==> config.mk <==
export PLATFORM = sky130hd
export DESIGN_NAME = cl2_irq_ctrl
export DESIGN_NICKNAME = d
export VERILOG_FILES = /design/src/rtl/cl2_csr_reg_pkg.sv /design/src/rtl/cl2_irq_sync.sv /design/src/rtl/cl2_irq_ctrl.sv
export SDC_FILE = /design/constraint.sdc
export NUM_CORES = 1
export LEC_CHECK = 0
export CORE_UTILIZATION = 26
export DETAILED_ROUTE_END_ITERATION = 6
export HOLD_SLACK_MARGIN = 0.05
export PLACE_DENSITY = 0.95
export SKIP_CTS_REPAIR_TIMING = 1
export SYNTH_ARGS = -nofsm -noshare
export SYNTH_HDL_FRONTEND = slang
export SYNTH_SLANG_ARGS = --single-unit
==> constraint.sdc <==
create_clock -name clk_i -period 2.3 [get_ports clk_i]
set_clock_uncertainty 0.1 [all_clocks]
set_input_delay 0.575 -clock clk_i [delete_from_list [all_inputs] [get_ports clk_i]]
set_output_delay 0.575 -clock clk_i [all_outputs]
set_load 0.02 [all_outputs]
==> src/rtl/cl2_csr_reg_pkg.sv <==
// cl2_csr_reg_pkg
//   Shared CSR-side definitions for the cl2 interrupt controller:
//   - cl2_csr_mip_reg_t / cl2_csr_mie_reg_t : bit layouts of mip and mie
//   - IRQ_CAUSE_* : machine interrupt exception codes
//   - IRQ_PRIO    : causes listed highest priority first
//   - cl2_irq_state_e : request/acknowledge FSM states
//   - irq_pick()  : highest-priority cause present in a pending word
// No ports; imported by cl2_irq_ctrl.
package cl2_csr_reg_pkg;

  typedef struct packed {
    logic [17:0] zero_31_14;
    logic        lcofip;     // 13
    logic        zero_12;
    logic        meip;       // 11
    logic        zero_10;
    logic        seip;       // 9
    logic        zero_8;
    logic        mtip;       // 7
    logic        zero_6;
    logic        stip;       // 5
    logic        zero_4;
    logic        msip;       // 3
    logic        zero_2;
    logic        ssip;       // 1
    logic        zero_0;
  } cl2_csr_mip_reg_t;

  typedef struct packed {
    logic [17:0] zero_31_14;
    logic        lcofie;
    logic        zero_12;
    logic        meie;
    logic        zero_10;
    logic        seie;
    logic        zero_8;
    logic        mtie;
    logic        zero_6;
    logic        stie;
    logic        zero_4;
    logic        msie;
    logic        zero_2;
    logic        ssie;
    logic        zero_0;
  } cl2_csr_mie_reg_t;

  localparam logic [4:0] IRQ_CAUSE_SSI   = 5'd1;
  localparam logic [4:0] IRQ_CAUSE_MSI   = 5'd3;
  localparam logic [4:0] IRQ_CAUSE_STI   = 5'd5;
  localparam logic [4:0] IRQ_CAUSE_MTI   = 5'd7;
  localparam logic [4:0] IRQ_CAUSE_SEI   = 5'd9;
  localparam logic [4:0] IRQ_CAUSE_MEI   = 5'd11;
  localparam logic [4:0] IRQ_CAUSE_LCOFI = 5'd13;

  localparam int IRQ_NUM = 7;

  // Highest priority first.
  localparam logic [4:0] IRQ_PRIO [IRQ_NUM] = '{
    IRQ_CAUSE_MEI, IRQ_CAUSE_MSI, IRQ_CAUSE_MTI, IRQ_CAUSE_SEI,
    IRQ_CAUSE_SSI, IRQ_CAUSE_STI, IRQ_CAUSE_LCOFI
  };

  typedef enum logic [1:0] {
    IDLE  = 2'd0,
    REQ   = 2'd1,
    TAKEN = 2'd2
  } cl2_irq_state_e;

  // Returns the code of the highest-priority set bit; 0 if none is set.
  function automatic logic [4:0] irq_pick(input logic [31:0] pend);
    logic [4:0] cause;
    logic       found;
    cause = '0;
    found = 1'b0;
    for (int i = 0; i < IRQ_NUM; i++) begin
      if (!found && pend[IRQ_PRIO[i]]) begin
        cause = IRQ_PRIO[i];
        found = 1'b1;
      end
    end
    return cause;
  endfunction

endpackage

==> src/rtl/cl2_irq_sync.sv <==
// cl2_irq_sync
//   1-bit two-flop synchronizer, asynchronous active-low reset to 0.
// Ports:
//   clk_i   : destination clock
//   rst_n_i : asynchronous active-low reset
//   d_i     : asynchronous input
//   q_o     : synchronized output (second flop)
module cl2_irq_sync (
  input  logic clk_i,
  input  logic rst_n_i,
  input  logic d_i,
  output logic q_o
);

  logic meta_q;
  logic sync_q;

  always_ff @(posedge clk_i or negedge rst_n_i) begin
    if (!rst_n_i) begin
      meta_q <= 1'b0;
      sync_q <= 1'b0;
    end else begin
      meta_q <= d_i;
      sync_q <= meta_q;
    end
  end

  assign q_o = sync_q;

endmodule

==> src/rtl/cl2_irq_ctrl.sv <==
// cl2_irq_ctrl
//   Machine-level interrupt controller for the cl2 core. Builds the
//   architectural mip value from the external lines, the counter-overflow
//   flag and software-written supervisor bits, gates it with mie, the
//   global enable and privilege, and raises one prioritised request with
//   its cause over a request/acknowledge handshake.
//   Build option: CL2_IRQ_SYNC_EN -- when defined, meip/mtip/msip pass
//   through two-flop synchronizers (2-clock latency); otherwise they are
//   captured by a single register (1-clock latency, synchronous inputs).
// Ports:
//   clk_i, rst_n_i      : clock, asynchronous active-low reset
//   meip_i/mtip_i/msip_i: external interrupt lines
//   lcofip_i            : counter-overflow flag (synchronous)
//   mip_we_i/mip_wdata_i: software write of mip (ssip/stip/seip only)
//   mie_i, mstatus_mie_i, priv_i : enable word, global enable, privilege
//   mip_o               : architectural mip
//   irq_req_o/irq_cause_o/irq_ack_i : request handshake to trap logic
//   wake_o              : WFI wake (pending & enabled, ignores global enable)
module cl2_irq_ctrl
  import cl2_csr_reg_pkg::*;
#(
  parameter int XLEN    = 32,
  parameter int CAUSE_W = 5
) (
  input  logic               clk_i,
  input  logic               rst_n_i,
  input  logic               meip_i,
  input  logic               mtip_i,
  input  logic               msip_i,
  input  logic               lcofip_i,
  input  logic               mip_we_i,
  input  logic [XLEN-1:0]    mip_wdata_i,
  input  logic [XLEN-1:0]    mie_i,
  input  logic               mstatus_mie_i,
  input  logic [1:0]         priv_i,
  output logic [XLEN-1:0]    mip_o,
  output logic               irq_req_o,
  output logic [CAUSE_W-1:0] irq_cause_o,
  input  logic               irq_ack_i,
  output logic               wake_o
);

  // {meip, mtip, msip} as seen by mip
  logic [2:0] hw_lines;

`ifdef CL2_IRQ_SYNC_EN
  // The synchronizer's second flop is the mip storage for these bits.
  cl2_irq_sync u_sync_meip (
    .clk_i   (clk_i),
    .rst_n_i (rst_n_i),
    .d_i     (meip_i),
    .q_o     (hw_lines[2])
  );
  cl2_irq_sync u_sync_mtip (
    .clk_i   (clk_i),
    .rst_n_i (rst_n_i),
    .d_i     (mtip_i),
    .q_o     (hw_lines[1])
  );
  cl2_irq_sync u_sync_msip (
    .clk_i   (clk_i),
    .rst_n_i (rst_n_i),
    .d_i     (msip_i),
    .q_o     (hw_lines[0])
  );
`else
  logic [2:0] hw_q;

  always_ff @(posedge clk_i or negedge rst_n_i) begin
    if (!rst_n_i) begin
      hw_q <= '0;
    end else begin
      hw_q <= {meip_i, mtip_i, msip_i};
    end
  end

  assign hw_lines = hw_q;
`endif

  // Counter-overflow flag and software-owned supervisor bits.
  logic lcofip_q;
  logic ssip_q, ssip_d;
  logic stip_q, stip_d;
  logic seip_q, seip_d;

  always_comb begin
    ssip_d = ssip_q;
    stip_d = stip_q;
    seip_d = seip_q;
    if (mip_we_i) begin
      ssip_d = mip_wdata_i[1];
      stip_d = mip_wdata_i[5];
      seip_d = mip_wdata_i[9];
    end
  end

  always_ff @(posedge clk_i or negedge rst_n_i) begin
    if (!rst_n_i) begin
      lcofip_q <= 1'b0;
      ssip_q   <= 1'b0;
      stip_q   <= 1'b0;
      seip_q   <= 1'b0;
    end else begin
      lcofip_q <= lcofip_i;
      ssip_q   <= ssip_d;
      stip_q   <= stip_d;
      seip_q   <= seip_d;
    end
  end

  // Only bits 1, 5 and 9 of the write data are architecturally writable.
  logic unused_wdata;
  assign unused_wdata = ^{mip_wdata_i[XLEN-1:10], mip_wdata_i[8:6],
                          mip_wdata_i[4:2], mip_wdata_i[0]};

  cl2_csr_mip_reg_t mip_s;

  always_comb begin
    mip_s        = '0;
    mip_s.meip   = hw_lines[2];
    mip_s.mtip   = hw_lines[1];
    mip_s.msip   = hw_lines[0];
    mip_s.lcofip = lcofip_q;
    mip_s.ssip   = ssip_q;
    mip_s.stip   = stip_q;
    mip_s.seip   = seip_q;
  end

  assign mip_o = XLEN'(mip_s);

  logic [31:0] pend;
  logic        gie;

  assign pend   = mip_s & mie_i[31:0];
  assign gie    = (priv_i != 2'b11) | mstatus_mie_i;
  assign wake_o = |pend;

  // Request FSM
  cl2_irq_state_e state_q, state_d;
  logic [4:0]     cause_q, cause_d;

  always_comb begin
    state_d = state_q;
    cause_d = cause_q;
    case (state_q)
      // TAKEN spends its one cycle with the request low, then evaluates
      // exactly as IDLE does, so a still-pending source re-requests after
      // a single dead cycle and sees the updated mstatus.MIE.
      IDLE, TAKEN: begin
        state_d = IDLE;
        if (gie && (|pend)) begin
          state_d = REQ;
          cause_d = irq_pick(pend);
        end
      end
      REQ: begin
        if (irq_ack_i) begin
          state_d = TAKEN;
        end else if (!gie || !pend[cause_q]) begin
          state_d = IDLE;
        end
      end
      default: state_d = IDLE;
    endcase
  end

  always_ff @(posedge clk_i or negedge rst_n_i) begin
    if (!rst_n_i) begin
      state_q <= IDLE;
      cause_q <= '0;
    end else begin
      state_q <= state_d;
      cause_q <= cause_d;
    end
  end

  assign irq_req_o   = (state_q == REQ);
  assign irq_cause_o = CAUSE_W'(cause_q);

endmodule

==> results.yml <==
synth:
  syn_area_per_cell_um2: 10.12
  ys_ff_latch: 13
  synthMuxAreaShare_pct: 8.092
  synthCells: 81
  synth_cell_types: 26
  synth-adder-area-share_pct: 0
  ys_seq_area_share_pct: 39.69
  synth_top_family_by_area: "buffers and inverters"
  yosys.area_share.simple_pct: 14.35
  ys.warnings.count: 0
  synth_xor_area_share_pct: 0
  syn_area_um2: 819.5
  synth-compound-area-share_pct: 9.466
clocking:
  root_buffer: "clkbuf_4"
  cts_made_buffers: 3
  numClockSinks: 13
  cts_buffer_depth: 2
  clk_pin_slew_ns: 0.08
  htreeDepth: 1
  cts_tree: "built"
  clk-insertion-delay-late_ns: 0.27
die:
  coreArea_um2: 3028
  pin_count: 114
  start_util_pct: 27.07
  die_y_um: 58.15
  rows: 20
  fp.dieW_um: 58.15
  die-area_um2: 3381
detailed_routing:
  wl_per_cell_um: 10.61
  vias: 651
  first_iter_violations: 7
  ant_nets: 0
  viasPerCell: 4.019
  drc: 0
  dr.pass1.iters: 4
  drt_wl_total_mm: 1.719
placement:
  gp_congestion: 0.8410
  placed_cell_area_um2: 1104
  dp_hpwl_mm: 1.377
  port_buffers: 33
  place_ws_ns: -0.6321
timing:
  worst_pin_slew_ns: 0.5835
  fin_crit_ns: 2.223
  hold_violations: 0
  grt_setup_unrepaired: "false"
  fin_crit_sh_pct: 96.67
  setup_tns_ns: 0
  finalSetupViolCount: 0
  fin_ws_ns: 0.07664
  relSlewSlack_pct: 60.98
  finalMaxSlewViolations: 0
  fmax_ghz: 0.4498
cells_and_area:
  fillers: 305
  drive_gt1_share_pct: 14.41
  diodes: 0
  syn_to_final_growth_pct: 40.61
  finish.utilization_pct: 38.06
  fin_area_um2: 1152
  nets: 194
critical_path:
  critical_path.max_fanout: 4
  worstPathArrival_ns: 1.55
  startpoint_type: "primary input"
  cp.required_ns: 1.62
  critPathCaptureType: "primary output"
  crit_type: "primary input to primary output"
global_routing:
  grt_pass1_wl_mm: 2.435
  antenna_found_initial: 0
  track_usage_pct: 9.892
  grt_max_degree: 14
  grt_pass1_vias: 561
  grt_overflow: 0
pwr:
  ir_drop_uv: 390.9
  power.total_mw: 0.8523
  p_leak_nw: 0.5585
  powerDensity_nw_per_um2: 739.6
status:
  status: "finished clean"
hold_path:
  hold_class: "flop to flop"
run:
  drv_cap: 0
==> layer usage <==
layer | share of wire [%] | vias up | GRT usage (%)
met2 | 53 | 47 | 17.08
met4 | 1.7 | 0 | 7.823
met1 | 38 | 306 | 10.71
met3 | 7.3 | 4 | 1.563
li1 | - | 294 | -
met5 | 0 | - | 0
==> power breakdown <==
group	total [mW]	switching, mW	internal [mW]
clock network	0.137	0.0699	0.0671
logic	0.387	0.194	0.193
registers	0.328	0.0508	0.277
total	0.852	0.315	0.538
==> sequential cells by signal, summed over array words and instances, names as in the netlist <==
signal,cells
ssip_q,1
state_q,2
irq_cause_o,4
seip_q,1
hw_lines,3
lcofip_q,1
stip_q,1
==> stage by stage <==
| step | hold WS, ns | std cells |
|---|---|---|
| detailed placement | 0.3886 | 157 |
| CTS | 0.4013 | 161 |
| global placement | 0.3748 | 157 |
| finish | 0.4020 | 162 |
| global route | 0.4402 | 162 |
| floorplan | 0.1794 | 106 |
==> worst paths after layout <==
path	startpoint	cells after the start	slack, ns	endpoint
min in group asynchronous	rst_n_i	1	0.57	hw_lines[2]
min reg2reg	irq_cause_o[0]	1	0.40	irq_cause_o[0]
max reg2reg	hw_lines[1]	6	0.56	irq_cause_o[0]
max in group asynchronous	rst_n_i	1	1.15	irq_cause_o[1]
max	mie_i[7]	5	0.08	wake_o
min	irq_cause_o[0]	1	0.40	irq_cause_o[0]
==> cell type report <==
type / count / area, µm² / share of cell area [%]
clock buffers: 4 / 26.28 / 2.280
well taps: 44 / 55.05 / 4.777
multi-input cells: 62 / 367.9 / 31.92
flip-flops and latches: 13 / 325.3 / 28.23
inverters: 1 / 3.754 / 0.3257
repair buffers: 38 / 374.1 / 32.46
==> Yosys cell counts <==
| cell | count | share of area, % |
|---|---|---|
| mux2i_1 | 1 | 1.2 |
| o31ai_1 | 1 | 0.92 |
| mux4_2 | 1 | 2.7 |
| a22oi_1 | 1 | 0.92 |
| a21oi_1 | 1 | 0.61 |
| a41o_1 | 1 | 1.2 |
| and3_2 | 1 | 0.92 |
| a222oi_1 | 1 | 1.2 |
| nand2_1 | 10 | 4.6 |
| dfrtp_1 | 13 | 40 |
| nand2b_1 | 1 | 0.76 |
| nand3b_1 | 1 | 0.92 |
| and2_1 | 1 | 0.76 |
| conb_1 | 1 | 0.46 |
| buf_4 | 30 | 27 |
| or2_1 | 1 | 0.76 |
| a21oi_2 | 1 | 1.1 |
| mux2_2 | 3 | 4.1 |
| nor2b_1 | 2 | 1.5 |
| inv_1 | 1 | 0.46 |
| o22a_1 | 1 | 1.1 |
| and4b_1 | 2 | 2.4 |
| o21ai_0 | 2 | 1.2 |
| o32a_1 | 1 | 1.2 |
| nor4bb_1 | 1 | 1.2 |
| nor2_1 | 1 | 0.46 |
==> worst max-delay path, cell delays in order <==
cell and delay [ns]:
clkbuf_2 0.11, a222oi_1 0.41, and3_4 0.25, nand2_1 0.07, buf_6 0.13
==> logic make-up after synthesis <==
logic type / Yosys count
buffers and inverters: 31
and+or+nand+nor: 21
DFF: 13
AOI/OAI and AO/OA: 10
muxes: 5
other: 1
==> cells in the final DEF, fill, tap and decap left out, types with 2 or more instances in the layout <==
cell type	instances
and4b_1	2
buf_4	5
clkbuf_4	3
clkdlybuf4s50_1	27
conb_1	26
dfrtp_1	13
dlymetal6s2s_1	4
mux2_2	3
nand2_1	10
nor2b_1	2
o21ai_0	2
(Power assumes the default switching activity.)
